===== src/rtl/uart_msg_pkg.sv =====
// Shared definitions for the UART message scheduler and its RX-side counterpart.
// A link word is {3-bit tag, 13-bit payload}; tag 3'b111 is reserved for keepalive.
package uart_msg_pkg;

    localparam int TAG_W  = 3;
    localparam int PAY_W  = 13;
    localparam int WORD_W = TAG_W + PAY_W;

    localparam logic [TAG_W-1:0]  KEEPALIVE_TAG  = 3'b111;
    localparam logic [WORD_W-1:0] KEEPALIVE_WORD = 16'hE000;

    typedef enum logic {
        LINK_DOWN = 1'b0,
        LINK_UP   = 1'b1
    } link_state_e;

    function automatic logic [WORD_W-1:0] mk_word(input logic [TAG_W-1:0] tag,
                                                  input logic [PAY_W-1:0] payload);
        return {tag, payload};
    endfunction

endpackage


===== src/rtl/rr_arbiter.sv =====
// Combinational round-robin pick: first set request at or above ptr, wrapping mod N.
// ptr must be < N; grant is one-hot, grant_idx its index, any = some request set.
module rr_arbiter #(
    parameter int N = 4,
    localparam int IDX_W = (N > 1) ? $clog2(N) : 1
) (
    input  logic [N-1:0]     req,
    input  logic [IDX_W-1:0] ptr,
    output logic [N-1:0]     grant,
    output logic [IDX_W-1:0] grant_idx,
    output logic             any
);

    always_comb begin
        int j;
        grant     = '0;
        grant_idx = '0;
        any       = 1'b0;
        j         = 0;
        for (int k = 0; k < N; k++) begin
            j = int'(ptr) + k;
            if (j >= N) j = j - N;
            if (!any && req[j]) begin
                any       = 1'b1;
                grant[j]  = 1'b1;
                grant_idx = IDX_W'(j);
            end
        end
    end

endmodule


===== src/rtl/uart_msg_scheduler.sv =====
// Shares one 16-bit UART link word between N_SRC latest-value sources, round-robin,
// with keepalive filler when idle and a full flush whenever the link drops.
module uart_msg_scheduler
    import uart_msg_pkg::*;
#(
    parameter int N_SRC = 4,
    parameter int CNT_W = 8
) (
    input  logic                   clk,
    input  logic                   rst,
    input  logic                   link_ok,
    input  logic                   word_taken,
    input  logic [N_SRC-1:0]       src_wr,
    input  logic [N_SRC*PAY_W-1:0] src_data,
    output logic [WORD_W-1:0]      out_word,
    output logic [N_SRC-1:0]       pending,
    output logic [TAG_W-1:0]       sent_tag,
    output logic [CNT_W-1:0]       ovf_cnt
);

    localparam int IDX_W = (N_SRC > 1) ? $clog2(N_SRC) : 1;

    link_state_e state, state_nxt;
    logic        active;

    logic [N_SRC-1:0][PAY_W-1:0] slot_data;
    logic [IDX_W-1:0]            rr_ptr;
    logic [IDX_W-1:0]            rr_nxt;
    logic [N_SRC-1:0]            grant;
    logic [IDX_W-1:0]            grant_idx;
    logic                        grant_any;
    logic [N_SRC-1:0]            grant_hit;
    logic                        ovf_hit;

    // Link FSM: state is the registered copy of link_ok
    always_ff @(posedge clk) begin
        if (rst) state <= LINK_UP;
        else     state <= state_nxt;
    end

    always_comb begin
        state_nxt = state;
        if (link_ok) state_nxt = LINK_UP;
        else         state_nxt = LINK_DOWN;
    end

    // Both the registered and the live link_ok must be up; a drop flushes on the next edge
    always_comb begin
        active = 1'b0;
        if (state == LINK_UP && link_ok) active = 1'b1;
    end

    rr_arbiter #(.N(N_SRC)) u_arb (
        .req       (pending),
        .ptr       (rr_ptr),
        .grant     (grant),
        .grant_idx (grant_idx),
        .any       (grant_any)
    );

    assign grant_hit = (active && word_taken) ? grant : '0;
    assign rr_nxt    = (grant_idx == IDX_W'(N_SRC - 1)) ? '0 : grant_idx + IDX_W'(1);
    // A rewrite of the slot being granted this cycle is a fresh value, not an overwrite
    assign ovf_hit   = |(src_wr & pending & ~grant_hit);

    always_ff @(posedge clk) begin
        if (rst) begin
            slot_data <= '0;
        end else begin
            for (int i = 0; i < N_SRC; i++) begin
                if (active && src_wr[i]) slot_data[i] <= src_data[i*PAY_W +: PAY_W];
            end
        end
    end

    always_ff @(posedge clk) begin
        if (rst || !active) pending <= '0;
        else                pending <= (pending & ~grant_hit) | src_wr;
    end

    always_ff @(posedge clk) begin
        if (rst || !active) begin
            out_word <= KEEPALIVE_WORD;
            sent_tag <= KEEPALIVE_TAG;
            rr_ptr   <= '0;
        end else if (word_taken) begin
            if (grant_any) begin
                out_word <= mk_word(TAG_W'(grant_idx), slot_data[grant_idx]);
                sent_tag <= TAG_W'(grant_idx);
                rr_ptr   <= rr_nxt;
            end else begin
                out_word <= KEEPALIVE_WORD;
                sent_tag <= KEEPALIVE_TAG;
            end
        end
    end

    // Counter survives link drops; only rst clears it
    always_ff @(posedge clk) begin
        if (rst)                                     ovf_cnt <= '0;
        else if (active && ovf_hit && ovf_cnt != '1) ovf_cnt <= ovf_cnt + CNT_W'(1);
    end

endmodule


===== config.mk =====
export PLATFORM = sky130hd
export DESIGN_NAME = uart_msg_scheduler
export DESIGN_NICKNAME = d
export VERILOG_FILES = /design/src/rtl/uart_msg_pkg.sv /design/src/rtl/rr_arbiter.sv /design/src/rtl/uart_msg_scheduler.sv
export SDC_FILE = /design/constraint.sdc
export NUM_CORES = 1
export LEC_CHECK = 0
export ABC_AREA = 1
export CAP_MARGIN = 15
export CORE_ASPECT_RATIO = 1.2
export CORE_MARGIN = 4
export CORE_UTILIZATION = 50
export CTS_CLUSTER_SIZE = 28
export DETAILED_ROUTE_END_ITERATION = 8
export PLACE_DENSITY_LB_ADDON = 0.08
export SLEW_MARGIN = 20
export SYNTH_ARGS = -nofsm -noshare
export SYNTH_HDL_FRONTEND = slang
export SYNTH_SLANG_ARGS = --single-unit

===== constraint.sdc =====
create_clock -name clk -period 2.6 [get_ports clk]
set_input_delay 0.52 -clock clk [delete_from_list [all_inputs] [get_ports clk]]
set_output_delay 0.52 -clock clk [all_outputs]
set_load 0.005 [all_outputs]

After elaboration in Yosys (flattened, before gate mapping)
Cells that the tools add are included. W data, S select, Z words.

Bits in registers: 86. Output and inout port bits: 31. Word-level logic and storage cells: 108.

Add/subtract/negate cells: 9. Magnitude comparators: 13. Equality and inequality tests: 2. Muxes and demuxes: 44. Bitwise operators: 8. Reductions and logical operators: 22.

Operators with widths (count): $ge A32 B1 Y1 const B (4); $lt A32 B4 Y1 const B (4); $mux W32 (4); $ge A32 B4 Y1 const B (3); $sub A32 B4 Y32 const B (3); $bmux W13 S2 (1); $mux W4 (5); $mux W1 (18); $mux W16 (1); $or A4 B4 Y4 (4); $logic_and A1 B1 Y1 (15); $mux W13 (1); $and A4 B4 Y4 (3); $mux W2 (5); $add A8 B1 Y8 const B (1); $bmux W1 S2 (4); $demux W1 S2 (4); $ne A8 B8 Y1 const B (1); $add A2 B2 Y3 const B (2); $logic_not A1 Y1 (4); $not A4 Y4 (1); $reduce_or A4 Y1 (1); $sub A2 B3 Y4 const B (1); $add A2 B1 Y3 const B (1); 7 further kinds (7).

Logic depth before layout (Yosys ltp)
Gate-level depths: netlist of the first run.

Depth after elaboration: 21. Mapped depth: 17. Gate-level depth less buffers: 16.

Hierarchy
Synthesis of the first run repeated with hierarchy kept, for this count alone.

Cells, all modules: 594. Area, all modules: 4137.7 µm².

Modules (own cells, without submodules): uart_msg_scheduler (times used 1, cells an instance 517, area an instance 3677.3 µm²); rr_arbiter (times used 1, cells an instance 77, area an instance 460.4 µm²).

Worst setup path after synthesis of the first run
No wires, ideal clock.

Path kind: flip-flop to flip-flop. Start: register rr_ptr[0]. End: register rr_ptr[1]. Setup time: 0.125 ns. Arrival time: 2.231 ns. Path slack: 0.244 ns. Stages on the path, launching flop included: 14. Path buffers: 1. Cells stage by stage: dfxtp_1 inv_2 ha_1 inv_1 nand3_1 nand2_1 a21oi_1 or2_4 nand2_2 inv_2 buf_2 ha_1 o21ai_0 a21oi_1.

Cells in the longest elaborated chain, start to end: 17. Elaborated cells between the ends (all ways): 45. Those cells by class: 8 x add/sub; 4 x order compare; 1 x eq/ne; 25 x mux; 7 x reduce/logical.

RTL lines: start, declared (line uart_msg_scheduler.sv:27) `logic [IDX_W-1:0] rr_ptr;`; start signal, assigned (line uart_msg_scheduler.sv:90) `rr_ptr <= rr_nxt;`; parallel branches: the longest is 14 deep, another holds $sub A32 B4 Y32; $mux W2 * (line rr_arbiter.sv:23) `if (!any && req[j]) begin`; $add A2 B1 Y2 / $eq A2 B2 Y1 (equally long branches) (line uart_msg_scheduler.sv:62) `assign rr_nxt = (grant_idx == IDX_W'(N_SRC - 1)) ? '0 : grant_idx + IDX_W'(1);`; $mux W2 * (line uart_msg_scheduler.sv:62); via rr_nxt[1] (line uart_msg_scheduler.sv:28) `logic [IDX_W-1:0] rr_nxt;`.

Mark *: on every way through the listed nets, which the timed path passes. The select of a mux whose other input is x is not followed. A chain may end at the register's enable or synchronous reset.

Worst setup path after layout of the first run
Start: register rr_ptr[0]. End: register out_word[12].

Cells in the longest elaborated chain, start to end: 18. Elaborated cells between the ends (all ways): 44. Those cells by class: 7 x add/sub; 4 x order compare; 27 x mux; 6 x reduce/logical.

RTL lines: parallel branches: the longest is 17 deep, another holds $sub A32 B4 Y32; $mux W16 * (line uart_msg_scheduler.sv:87) `if (grant_any) begin`; end signal, assigned (line uart_msg_scheduler.sv:88) `out_word <= mk_word(TAG_W'(grant_idx), slot_data[grant_idx]);`; end, declared (line uart_msg_scheduler.sv:15) `output logic [WORD_W-1:0] out_word,`.

Every way passes the cells marked *. The select of a mux whose other input is x is not followed.

==> run metrics, run 1 <==
CP Launch Type=flip-flop; vias in the first global route=3795; Critical Path Source=rr_ptr[0]$_SDFFE_PP0P_; latest clock arrival within the worst-skew pair=0.36 ns; Final Skew=0.01241 ns; DP HPWL=7926 µm; largest net degree at the start of global routing=42; total wire length=10650 µm; CTS clk-pin slew, worst paths=0.09 ns; cts bufs inserted=9; post-synthesis cell count=568; clock sink total=83; gp weighted congestion=0.8639; maximum vdd drop=422.4 µV; worst-case clock buffer depth=2; Period minus WS final=2.320 ns; R2R setup slack=0.28 ns; Cell Area, Placed=5007 µm²; Die Area=9436 µm²; period utilization=0.8923; Setup TNS=0 ns; grt total ovfl=0; hold_buf cts=0; dpl cells=743; reg2reg start=rr_ptr[0]$_SDFFE_PP0P_; critical path class=flip-flop to flip-flop; Initial Util=0.5151; EDFF count, synth=0; Worst Hold Class=flip-flop to flip-flop; post-route ant nets=0; Port Buf Inserts=90; clock share of power=0.298; Placement Rows=35; H-tree levels=3; drc violations=0; CTS tree=done; maximum clock rate=431.0 MHz; Max Slew Vio Count=0; normalized max-slew margin=0.5335; Async SR Flop Fraction=0; via/cell ratio=5.211; CP required=2.90 ns; Hold Vio Cnt, Final=0; DRT Pass-1 Iters=4; Total GRT Usage=0.2340; antenna fix cells=0; Net Sw Frac=0.3240; IO Pins=91; final-stage net count=730; post-synthesis sequential area ratio=0.4185; commonest non-fill, non-tap cells in the layout=nand2_1, clkdlybuf4s50_1, dfxtp_1, inv_1, a21oi_1; CP max FO=11; RSZ-0062 raised after global routing=no; Die Wd=89.35 µm; outcome=finished clean; Leak=2.261 nW; Worst Setup End Kind=flip-flop; Syn Area/Cell=6.990 µm²; Comb pwr share=0.240; share of the synthesized area in the top cell type=0.4185; synthesized area=3970 µm²; Syn Nets=635; area growth from synthesis to layout=32.08%; Vias=3960; Top FF cell, synth=dfxtp_1; Worst R2R Path Depth=15; root buffer selected by CTS=clkbuf_8; commonest non-fill, non-tap cell in the layout=nand2_1; PwrDens=561.9 nW/µm²; Crit Reg-Reg Endpoint=out_word[12]$_SDFFE_PP0P_; Die Y=105.6 µm; routed length per instance=14.01 µm; final setup fails=0; Worst Tran Pin Value=0.6981 ns; final hold slack=0.4561 ns; global-route wire length before repair=17530 µm; crit path to=out_word[12]$_SDFFE_PP0P_; initial antenna violation count=0; Pint=0.001992 W; Yosys reg bits=83; Iteration-0 DRC Markers=247; core area=7707 µm²; largest area contributor in the netlist=dfxtp_1; sequential power share=0.461; critical path data arrival time=2.62 ns; Area contributors post-synth=dfxtp_1, nand2_1, a21oi_1; fin cells=760; Netlist cell types=30; finished layout cell area=5244 µm²; number of max-cap violations=0; sw power=0.0009546 W; layout cell share with drive strength beyond 1=0.08533; Syn. warnings=0
[sequential cells by signal, summed over array words and instances (netlist names)]
name and cells:
slot_data 52, out_word 16, ovf_cnt 8, pending 4
rr_ptr 2, state 1
[per-layer routing]
| layer | up-vias | GRT usage | part of all wire |
|---|---|---|---|
| li1 | 2034 | - | - |
| met1 | 1807 | 0.3206 | 0.46 |
| met2 | 103 | 0.3788 | 0.48 |
| met3 | 16 | 0.02815 | 0.051 |
| met4 | 0 | 0.07447 | 0.015 |
| met5 | - | 0 | 0 |
[power by group through the flow]
stage / Sequential [W] / Clock (W) / Combinational, W
floorplan: 0.00139 / 0 / 0.000446
global placement: 0.00139 / 0 / 0.000666
detailed placement: 0.00139 / 0 / 0.000674
CTS: 0.00136 / 0.000888 / 0.000679
global route: 0.00137 / 0.000948 / 0.000790
finish: 0.00136 / 0.000879 / 0.000708
[metrics by stage]
stage	power, W	setup slack [ns]	util
floorplan	0.001831	0.2442	-
global placement	0.002053	0.05424	0.6497
detailed placement	0.002063	-0.07019	0.6497
CTS	0.002926	0.1386	0.6737
global route	0.003105	0.05597	0.6804
finish	0.002946	0.2800	0.6804
[cell usage after synthesis, types with 3 or more instances]
library cell  number
a21boi_0           4
a21oi_1           70
buf_4              7
clkbuf_1          17
dfxtp_1           83
ha_1               7
inv_1             72
inv_2              4
nand2_1          137
nand2_2            3
nand3_1           62
nand4_1            4
nor2_1            20
o211ai_1          11
o21ai_0           44
xor2_1             4
[worst min path at each step]
stage	from	endpoint	slack, ns	cells past startpoint
3_5_place_dp	slot_data[27]$_SDFFE_PP0P_	slot_data[27]$_SDFFE_PP0P_	0.45	2
6_report	slot_data[1]$_SDFFE_PP0P_	slot_data[1]$_SDFFE_PP0P_	0.46	2
2_1_floorplan	slot_data[10]$_SDFFE_PP0P_	slot_data[10]$_SDFFE_PP0P_	0.43	2
3_3_place_gp	slot_data[33]$_SDFFE_PP0P_	slot_data[33]$_SDFFE_PP0P_	0.44	2
5_1_grt	slot_data[1]$_SDFFE_PP0P_	slot_data[1]$_SDFFE_PP0P_	0.47	2
4_1_cts	slot_data[30]$_SDFFE_PP0P_	slot_data[30]$_SDFFE_PP0P_	0.46	2
[timing repair]
item	in CTS	in global routing
gates resized for setup	1	10
pin swaps	0	1
buffers inserted	0	1
setup endpoints to repair	11	22
[worst max-delay path, stage by stage, from the launching register on]
cell and delay [ns]:
dfxtp_1 0.35, inv_2 0.09, ha_4 0.29, inv_1 0.06, nand3_1 0.08, nand2_1 0.10, nor2_4 0.16, a21boi_1 0.12
a31oi_4 0.29, inv_2 0.08, nor2_2 0.14, buf_12 0.14, nand3_1 0.13, nand3_1 0.12, nand2_1 0.05, inv_1 0.06
[cell families (layout without fill, tap and decap cells)]
kind of cell               Yosys count  in the layout  synth area share
DFF                                 83             83            0.4185
buffers and inverters              104            204            0.1094
adders and majority gates            7              7           0.02206
AOI/OAI and AO/OA                  135            135            0.1859
xor gates and xnor gates             6              6           0.01324
and+or+nand+nor                    233            233            0.2509
[area by class of cell]
cell class                      count  area [µm²]
Sequential cell                    83        1662
Timing Repair Buffer              112        1086
Clock inverter                      7       58.81
Tap cell                           92       115.1
Multi-Input combinational cell    381        1911
Fill cell                         688        2464
Clock buffer                        9       123.9
Inverter                           76       287.8
(Power assumes the default switching activity.)
==> run 2, diff against run 1 <==
REMOVE_ABC_BUFFERS = 1   (was not set)
TNS_END_PERCENT = 20   (was not set)
==> run 2 against run 1 <==
Net effect:
- die area is the same
- non-clock buffer count is the same
- global-route usage grew 0.53 points
- first-iteration DRC count shrank 4.5%
- sequential power is essentially flat
- sequential cell count is the same
- worst hold slack lost 0.0014 ns
- via count grew 1.1%
- setup slack lost 0.044 ns
- sequential share of layout area grew 0.099 points
- critical endpoint is now out_word[8]$_SDFFE_PP0P_
==> run metrics, run 2 (same netlist as run 1, synthesis figures left out) <==
commonest non-fill, non-tap cell in the layout=nand2_1 (unchanged); Cell Area, Placed=5002 µm² (was 5007 µm²); Crit-path slowest cell=dfxtp_1 (unchanged); initial antenna violation count=0 (unchanged); critical path data arrival time=2.68 ns (was 2.62 ns); CP peak stage delay=0.35 ns (about the same); grt total ovfl=0 (unchanged); CP max FO=10 (was 11); Worst R2R Path Depth=17 (was 15); via/cell ratio=5.267 (was 5.211); area growth from synthesis to layout=31.67% (was 32.08%); Worst Hold Class=flip-flop to flip-flop (unchanged); worst-case clock buffer depth=2 (unchanged); final hold slack=0.4547 ns (was 0.4561 ns); DP Worst Slack=-0.01304 ns (was -0.07019 ns); Die Area=9436 µm² (unchanged); final-stage net count=730 (unchanged); Worst Setup End Kind=flip-flop (unchanged); total wire length=10790 µm (was 10650 µm); Post-CTS Setup Bufs=0 (unchanged); Max Slew Vio Count=0 (unchanged); CTS clk-pin slew, worst paths=0.09 ns (about the same); IO Pins=91 (unchanged); Placement Rows=35 (unchanged); layout cell share with drive strength beyond 1=0.07934 (was 0.08533); core area=7707 µm² (unchanged); Die Wd=89.35 µm (unchanged); gp weighted congestion=0.8528 (was 0.8639); number of max-cap violations=0 (unchanged); Initial Util=0.5151 (unchanged); largest net degree at the start of global routing=44 (was 42); outcome=finished clean (unchanged); CP required=2.92 ns (was 2.90 ns); Port Buf Inserts=90 (unchanged); routed length per instance=14.20 µm (was 14.01 µm); Vias=4003 (was 3960); Buf/Inv on CP=7 (was 5); H-tree levels=3 (unchanged); Crit Reg-Reg Endpoint=out_word[8]$_SDFFE_PP0P_ (was out_word[12]$_SDFFE_PP0P_); Period minus WS final=2.364 ns (was 2.320 ns); DP HPWL=7701 µm (was 7926 µm); crit-path cells=inv_2 > ha_4 > inv_1 > nand2_1 > nand2_1 > nor2_2 > buf_4 > nand3_1 > a31oi_4 > buf_4 > inv_2 > nor2_4 > buf_6 > nand3_1 > nand3_1 > nand2_1 > inv_1 (was inv_2 > ha_4 > inv_1 > nand3_1 > nand2_1 > nor2_4 > a21boi_1 > a31oi_4 > inv_2 > nor2_2 > buf_12 > nand3_1 > nand3_1 > nand2_1 > inv_1); worst hold path depth=2 (unchanged); post-route worst setup slack=0.2360 ns (was 0.2800 ns); reg2reg start=rr_ptr[0]$_SDFFE_PP0P_ (unchanged); Total GRT Usage=0.2393 (was 0.2340); final setup fails=0 (unchanged); Worst Hold Launch=slot_data[39]$_SDFFE_PP0P_ (was slot_data[1]$_SDFFE_PP0P_); normalized max-slew margin=0.5539 (was 0.5335); Most flops, register=slot_data (unchanged); Setup TNS=0 ns (unchanged); hold_buf cts=0 (unchanged); Largest delay share family, worst path=buffers and inverters (was simple AND/OR/NAND/NOR gates); cts bufs inserted=9 (unchanged); Die Y=105.6 µm (unchanged); maximum vdd drop=338.2 µV (was 422.4 µV); Hold Vio Cnt, Final=0 (unchanged); top flop regs=slot_data: 52 flops, out_word: 16 flops, ovf_cnt: 8 flops (unchanged); Worst Hold End=slot_data[39]$_SDFFE_PP0P_ (was slot_data[1]$_SDFFE_PP0P_); commonest non-fill, non-tap cells in the layout=nand2_1, clkdlybuf4s50_1, dfxtp_1, inv_1, a21oi_1 (unchanged); Iteration-0 DRC Markers=236 (was 247); Worst Tran Pin Value=0.6660 ns (was 0.6981 ns); DRT Pass-1 Iters=6 (was 4); CP Launch Type=flip-flop (unchanged); post-route ant nets=0 (unchanged); global-route wire length before repair=17860 µm (was 17530 µm); CTS tree=done (unchanged); drc violations=0 (unchanged); maximum clock rate=423.0 MHz (was 431.0 MHz); Final Skew=0.01400 ns (was 0.01241 ns); R2R setup slack=0.24 ns (was 0.28 ns); vias in the first global route=3860 (was 3795); number of flip-flops in the largest register=52 (unchanged); dpl cells=744 (was 743); root buffer selected by CTS=clkbuf_8 (unchanged); antenna fix cells=0 (unchanged); critical path class=flip-flop to flip-flop (unchanged); clock sink total=83 (unchanged); PwrDens=579.7 nW/µm² (was 561.9 nW/µm²); critical path depth=17 (was 15); fin cells=760 (unchanged); latest clock arrival within the worst-skew pair=0.37 ns (was 0.36 ns); Leak=2.261 nW (about the same); RSZ-0062 raised after global routing=no (unchanged); finished layout cell area=5228 µm² (was 5244 µm²); period utilization=0.9092 (was 0.8923)
## run 2: through the flow
| stage | power, W | utilization |
|---|---|---|
| finish | 0.003031 | 0.6782 |
| global route | 0.003202 | 0.6782 |
| CTS | 0.003043 | 0.6755 |
| detailed placement | 0.002084 | 0.6490 |
| global placement | 0.002073 | 0.6490 |
| floorplan | 0.001771 | - |
## run 2: layer usage
layer,wire length [µm],track usage,vias to the layer above,part of all wire
met4,144,0.05851,0,0.013
met2,5267,0.3930,126,0.49
met5,0,0,-,0
met1,4756,0.3132,1828,0.44
met3,625,0.05629,17,0.058
li1,-,-,2032,-
## run 2: worst reg2reg max path, cell delays in order, from the launching register on
cell and delay [ns]:
dfxtp_1 0.35, inv_2 0.09, ha_4 0.30, inv_1 0.07
nand2_1 0.07, nand2_1 0.06, nor2_2 0.09, buf_4 0.17
nand3_1 0.12, a31oi_4 0.20, buf_4 0.17, inv_2 0.06
nor2_4 0.13, buf_6 0.15, nand3_1 0.11, nand3_1 0.11
nand2_1 0.05, inv_1 0.05
## run 2: final cells by class
type / instances / area, µm²
clock buffers: 12 / 145.1
clock inverters: 4 / 56.30
fillers: 711 / 2480
inverters: 76 / 285.3
multi-input cells: 381 / 1894
flip-flops and latches: 83 / 1662
well taps: 92 / 115.1
repair buffers: 112 / 1070
## run 2: power breakdown
part | switching (W) | total [W] | internal, W
registers | 0.0000264 | 0.00136 | 0.00133
logic | 0.000414 | 0.000705 | 0.000290
clock network | 0.000486 | 0.000966 | 0.000480
## run 2: how the worst max path moves through the flow
stage | start | to
after floorplan | rr_ptr[0]$_SDFFE_PP0P_ | rr_ptr[1]$_SDFFE_PP0P_
after global placement | rr_ptr[0]$_SDFFE_PP0P_ | out_word[10]$_SDFFE_PP0P_
after detailed placement | rr_ptr[0]$_SDFFE_PP0P_ | out_word[2]$_SDFFE_PP0P_
after CTS | rr_ptr[0]$_SDFFE_PP0P_ | out_word[8]$_SDFFE_PP0P_
after global routing | rr_ptr[0]$_SDFFE_PP0P_ | out_word[8]$_SDFFE_PP0P_
final | rr_ptr[0]$_SDFFE_PP0P_ | out_word[8]$_SDFFE_PP0P_
## run 2: timing repair
action | in CTS | in global routing
pin swaps | 0 | 0
hold endpoints to repair | 0 | 0
endpoints found under the setup margin | 7 | 19
gates resized for setup | 1 | 3
==> run 3, diff against run 2 <==
CORE_UTILIZATION = 51   (was 50)
SYNTH_HIERARCHICAL = 1   (was not set)
==> run 3 against run 2 <==
Net effect:
- synthesized cell count grew 4.6%
- first-iteration DRC count grew 35%
- maximum frequency shrank 2.0%
- highest routed layer unchanged
==> run metrics, run 3 <==
RSZ-0062 raised after global routing=no (unchanged); Total GRT Usage=0.2252 (was 0.2393); EDFF count, synth=0 (unchanged); CP Launch Type=flip-flop (unchanged); Vias=4217 (was 4003); Port Buf Inserts=90 (unchanged); number of max-cap violations=0 (unchanged); Async SR Flop Fraction=0 (unchanged); final-stage net count=750 (was 730); antenna fix cells=0 (unchanged); Netlist cell types=25 (was 30); latest clock arrival within the worst-skew pair=0.35 ns (was 0.37 ns); Crit-path slowest cell=dfxtp_1 (unchanged); cts bufs inserted=9 (unchanged); root buffer selected by CTS=clkbuf_8 (unchanged); Period minus WS final=2.413 ns (was 2.364 ns); layout cell share with drive strength beyond 1=0.08626 (was 0.07934); period utilization=0.9279 (was 0.9092); clock sink total=83 (unchanged); reg2reg start=rr_ptr[1]$_SDFFE_PP0P_ (was rr_ptr[0]$_SDFFE_PP0P_); R2R setup slack=0.19 ns (was 0.24 ns); largest area contributor in the netlist=dfxtp_1 (unchanged); largest net degree at the start of global routing=36 (was 44); CTS clk-pin slew, worst paths=0.08 ns (was 0.09 ns); core area=7795 µm² (was 7707 µm²); maximum clock rate=414.5 MHz (was 423.0 MHz); area growth from synthesis to layout=29.00% (was 31.67%); most frequent cell after synthesis=nand2_1 (unchanged); DRT Pass-1 Iters=7 (was 6); post-synthesis cell count=594 (was 568); PwrDens=519.9 nW/µm² (was 579.7 nW/µm²); top flop regs=slot_data: 52 flops, out_word: 16 flops, ovf_cnt: 8 flops (unchanged); Syn. warnings=6 (was 0); crit path to=out_word[3]$_SDFFE_PP0P_ (was out_word[8]$_SDFFE_PP0P_); routed length per instance=14.52 µm (was 14.20 µm); number of flip-flops in the largest register=52 (unchanged); via/cell ratio=5.434 (was 5.267); CP peak stage delay=0.33 ns (was 0.35 ns); CP max FO=7 (was 10); Most flops, register=slot_data (unchanged); Top FF cell, synth=dfxtp_1 (unchanged); Worst R2R Path Depth=14 (was 17); Placement Rows=35 (unchanged); Syn Area/Cell=6.966 µm² (was 6.990 µm²); Final Skew=0.006813 ns (was 0.01400 ns); dpl cells=757 (was 744); Cell Area, Placed=5076 µm² (was 5002 µm²); Crit Reg-Reg Endpoint=out_word[3]$_SDFFE_PP0P_ (was out_word[8]$_SDFFE_PP0P_); global-route wire length before repair=17870 µm (was 17860 µm); final hold slack=0.4525 ns (was 0.4547 ns); finished layout cell area=5338 µm² (was 5228 µm²); final setup fails=0 (unchanged); grt total ovfl=0 (unchanged); worst-case clock buffer depth=2 (unchanged); vias in the first global route=3898 (was 3860); CP required=2.87 ns (was 2.92 ns); Iteration-0 DRC Markers=319 (was 236); critical path data arrival time=2.69 ns (was 2.68 ns); outcome=finished clean (unchanged); post-synthesis sequential area ratio=0.4016 (was 0.4185); Max Slew Vio Count=0 (unchanged); critical path class=flip-flop to flip-flop (unchanged); Setup TNS=0 ns (unchanged); CTS tree=done (unchanged); Worst Setup End Kind=flip-flop (unchanged); post-route ant nets=0 (unchanged); Critical Path Source=rr_ptr[1]$_SDFFE_PP0P_ (was rr_ptr[0]$_SDFFE_PP0P_); Post-synth top cells=nand2_1, a21oi_1, dfxtp_1 (was nand2_1, dfxtp_1, inv_1); Worst Hold Class=flip-flop to flip-flop (unchanged); Post-CTS Setup Bufs=0 (unchanged); DP HPWL=8016 µm (was 7701 µm); Hold Vio Cnt, Final=0 (unchanged); Area contributors post-synth=dfxtp_1, nand2_1, a21oi_1 (unchanged); normalized max-slew margin=0.5858 (was 0.5539); Die Wd=90.23 µm (was 89.35 µm); commonest non-fill, non-tap cell in the layout=nand2_1 (unchanged); H-tree levels=3 (unchanged); share of the synthesized area in the top cell type=0.4016 (was 0.4185); commonest non-fill, non-tap cells in the layout=nand2_1, a21oi_1, clkdlybuf4s50_1, dfxtp_1, inv_1 (was nand2_1, clkdlybuf4s50_1, dfxtp_1, inv_1, a21oi_1); total wire length=11260 µm (was 10790 µm); synthesized area=4138 µm² (was 3970 µm²); gp weighted congestion=0.9040 (was 0.8528); initial antenna violation count=0 (unchanged); fin cells=776 (was 760); Die Area=9624 µm² (was 9436 µm²); Yosys reg bits=83 (unchanged); maximum vdd drop=326.2 µV (was 338.2 µV); Leak=2.116 nW (was 2.261 nW); Worst Tran Pin Value=0.6198 ns (was 0.6660 ns); IO Pins=91 (unchanged); Initial Util=0.5308 (was 0.5151); cell repeated most along the worst path=nand2_1; drc violations=0 (unchanged); Die Y=106.7 µm (was 105.6 µm); crit-path cells=inv_1 > ha_4 > inv_1 > nand2_1 > nand2_2 > nor2_4 > nand4_1 > nand3_4 > clkinvlp_4 > a21oi_1 > o21ai_0 > nand2_1 > nand2_1 > a21oi_1 (was inv_2 > ha_4 > inv_1 > nand2_1 > nand2_1 > nor2_2 > buf_4 > nand3_1 > a31oi_4 > buf_4 > inv_2 > nor2_4 > buf_6 > nand3_1 > nand3_1 > nand2_1 > inv_1); total power=0.002775 W (was 0.003031 W)
[run 3: cell types whose count changed after synthesis, sizes merged, moves of 3 or more]
cell,delta
a21oi,+26
nand3,-15
nand4,+15
buf,+13
o211ai,-11
o21ai,+8
clkbuf,-5
inv,-4
ha,+3
o221ai,+3
xor2,-3
[run 3: final cells by class]
class,instances,area [µm²]
tap,92,115.1
fill,677,2457
timing repair inverter,3,22.52
clock buffer,11,141.4
timing repair buffer,107,1041
sequential,83,1662
clock inverter,4,26.28
inverter,72,276.5
multi-input combinational,404,2053
[run 3: timing repair]
item,4_1_cts,5_1_grt
hold buffers,0,0
resized for setup,0,18
setup endpoints to repair,0,23
[run 3: metal layers]
| metal | global-route usage | part of all wire | vias up |
|---|---|---|---|
| met5 | 0 | 0 | - |
| met4 | 0.1028 | 0.030 | 0 |
| met3 | 0.03298 | 0.058 | 33 |
| met2 | 0.3849 | 0.48 | 177 |
| met1 | 0.2808 | 0.43 | 1885 |
| li1 | - | - | 2122 |
[run 3: worst min path at each step]
stage	start	end	slack [ns]	cells past startpoint
after CTS	slot_data[13]$_SDFFE_PP0P_	slot_data[13]$_SDFFE_PP0P_	0.46	2
after global routing	slot_data[41]$_SDFFE_PP0P_	slot_data[41]$_SDFFE_PP0P_	0.48	2
final	slot_data[25]$_SDFFE_PP0P_	slot_data[25]$_SDFFE_PP0P_	0.45	2
after detailed placement	slot_data[13]$_SDFFE_PP0P_	slot_data[13]$_SDFFE_PP0P_	0.45	2
after floorplan	slot_data[22]$_SDFFE_PP0P_	slot_data[22]$_SDFFE_PP0P_	0.43	2
after global placement	slot_data[21]$_SDFFE_PP0P_	slot_data[21]$_SDFFE_PP0P_	0.44	2
[run 3: power by group]
| part | total, W | internal [W] | switching [W] |
|---|---|---|---|
| registers | 0.00136 | 0.00133 | 0.0000283 |
| clock network | 0.000826 | 0.000369 | 0.000457 |
| logic | 0.000595 | 0.000253 | 0.000342 |
[run 3: worst max-delay path, delay by kind of cell, from the launching register on]
| kind | cells | cell delay, ns |
|---|---|---|
| adder cells (fa/ha/maj) | 1 | 0.30 |
| AND/OR/NAND/NOR | 7 | 0.91 |
| AO/OA/AOI/OAI | 3 | 0.46 |
| buffers and inverters | 3 | 0.34 |
| flip-flops | 1 | 0.33 |
[run 3: cells by family (layout without fill, tap and decap cells)]
kind of cell    Yosys count  count (layout)  share of synthesized area
compound gates          158             158                     0.1966
xor+xnor                  2               2                   0.004234
fa+ha+maj                10              10                    0.03024
buf+inv                 108             197                     0.1155
flops                    83              83                     0.4016
simple gates            233             234                     0.2519
[run 3: through the flow]
stage	util	worst slack, ns
after floorplan	-	-0.5202
after global placement	0.6512	0.2073
after detailed placement	0.6512	0.06656
after CTS	0.6727	0.05213
after global routing	0.6848	0.03672
final	0.6848	0.1874
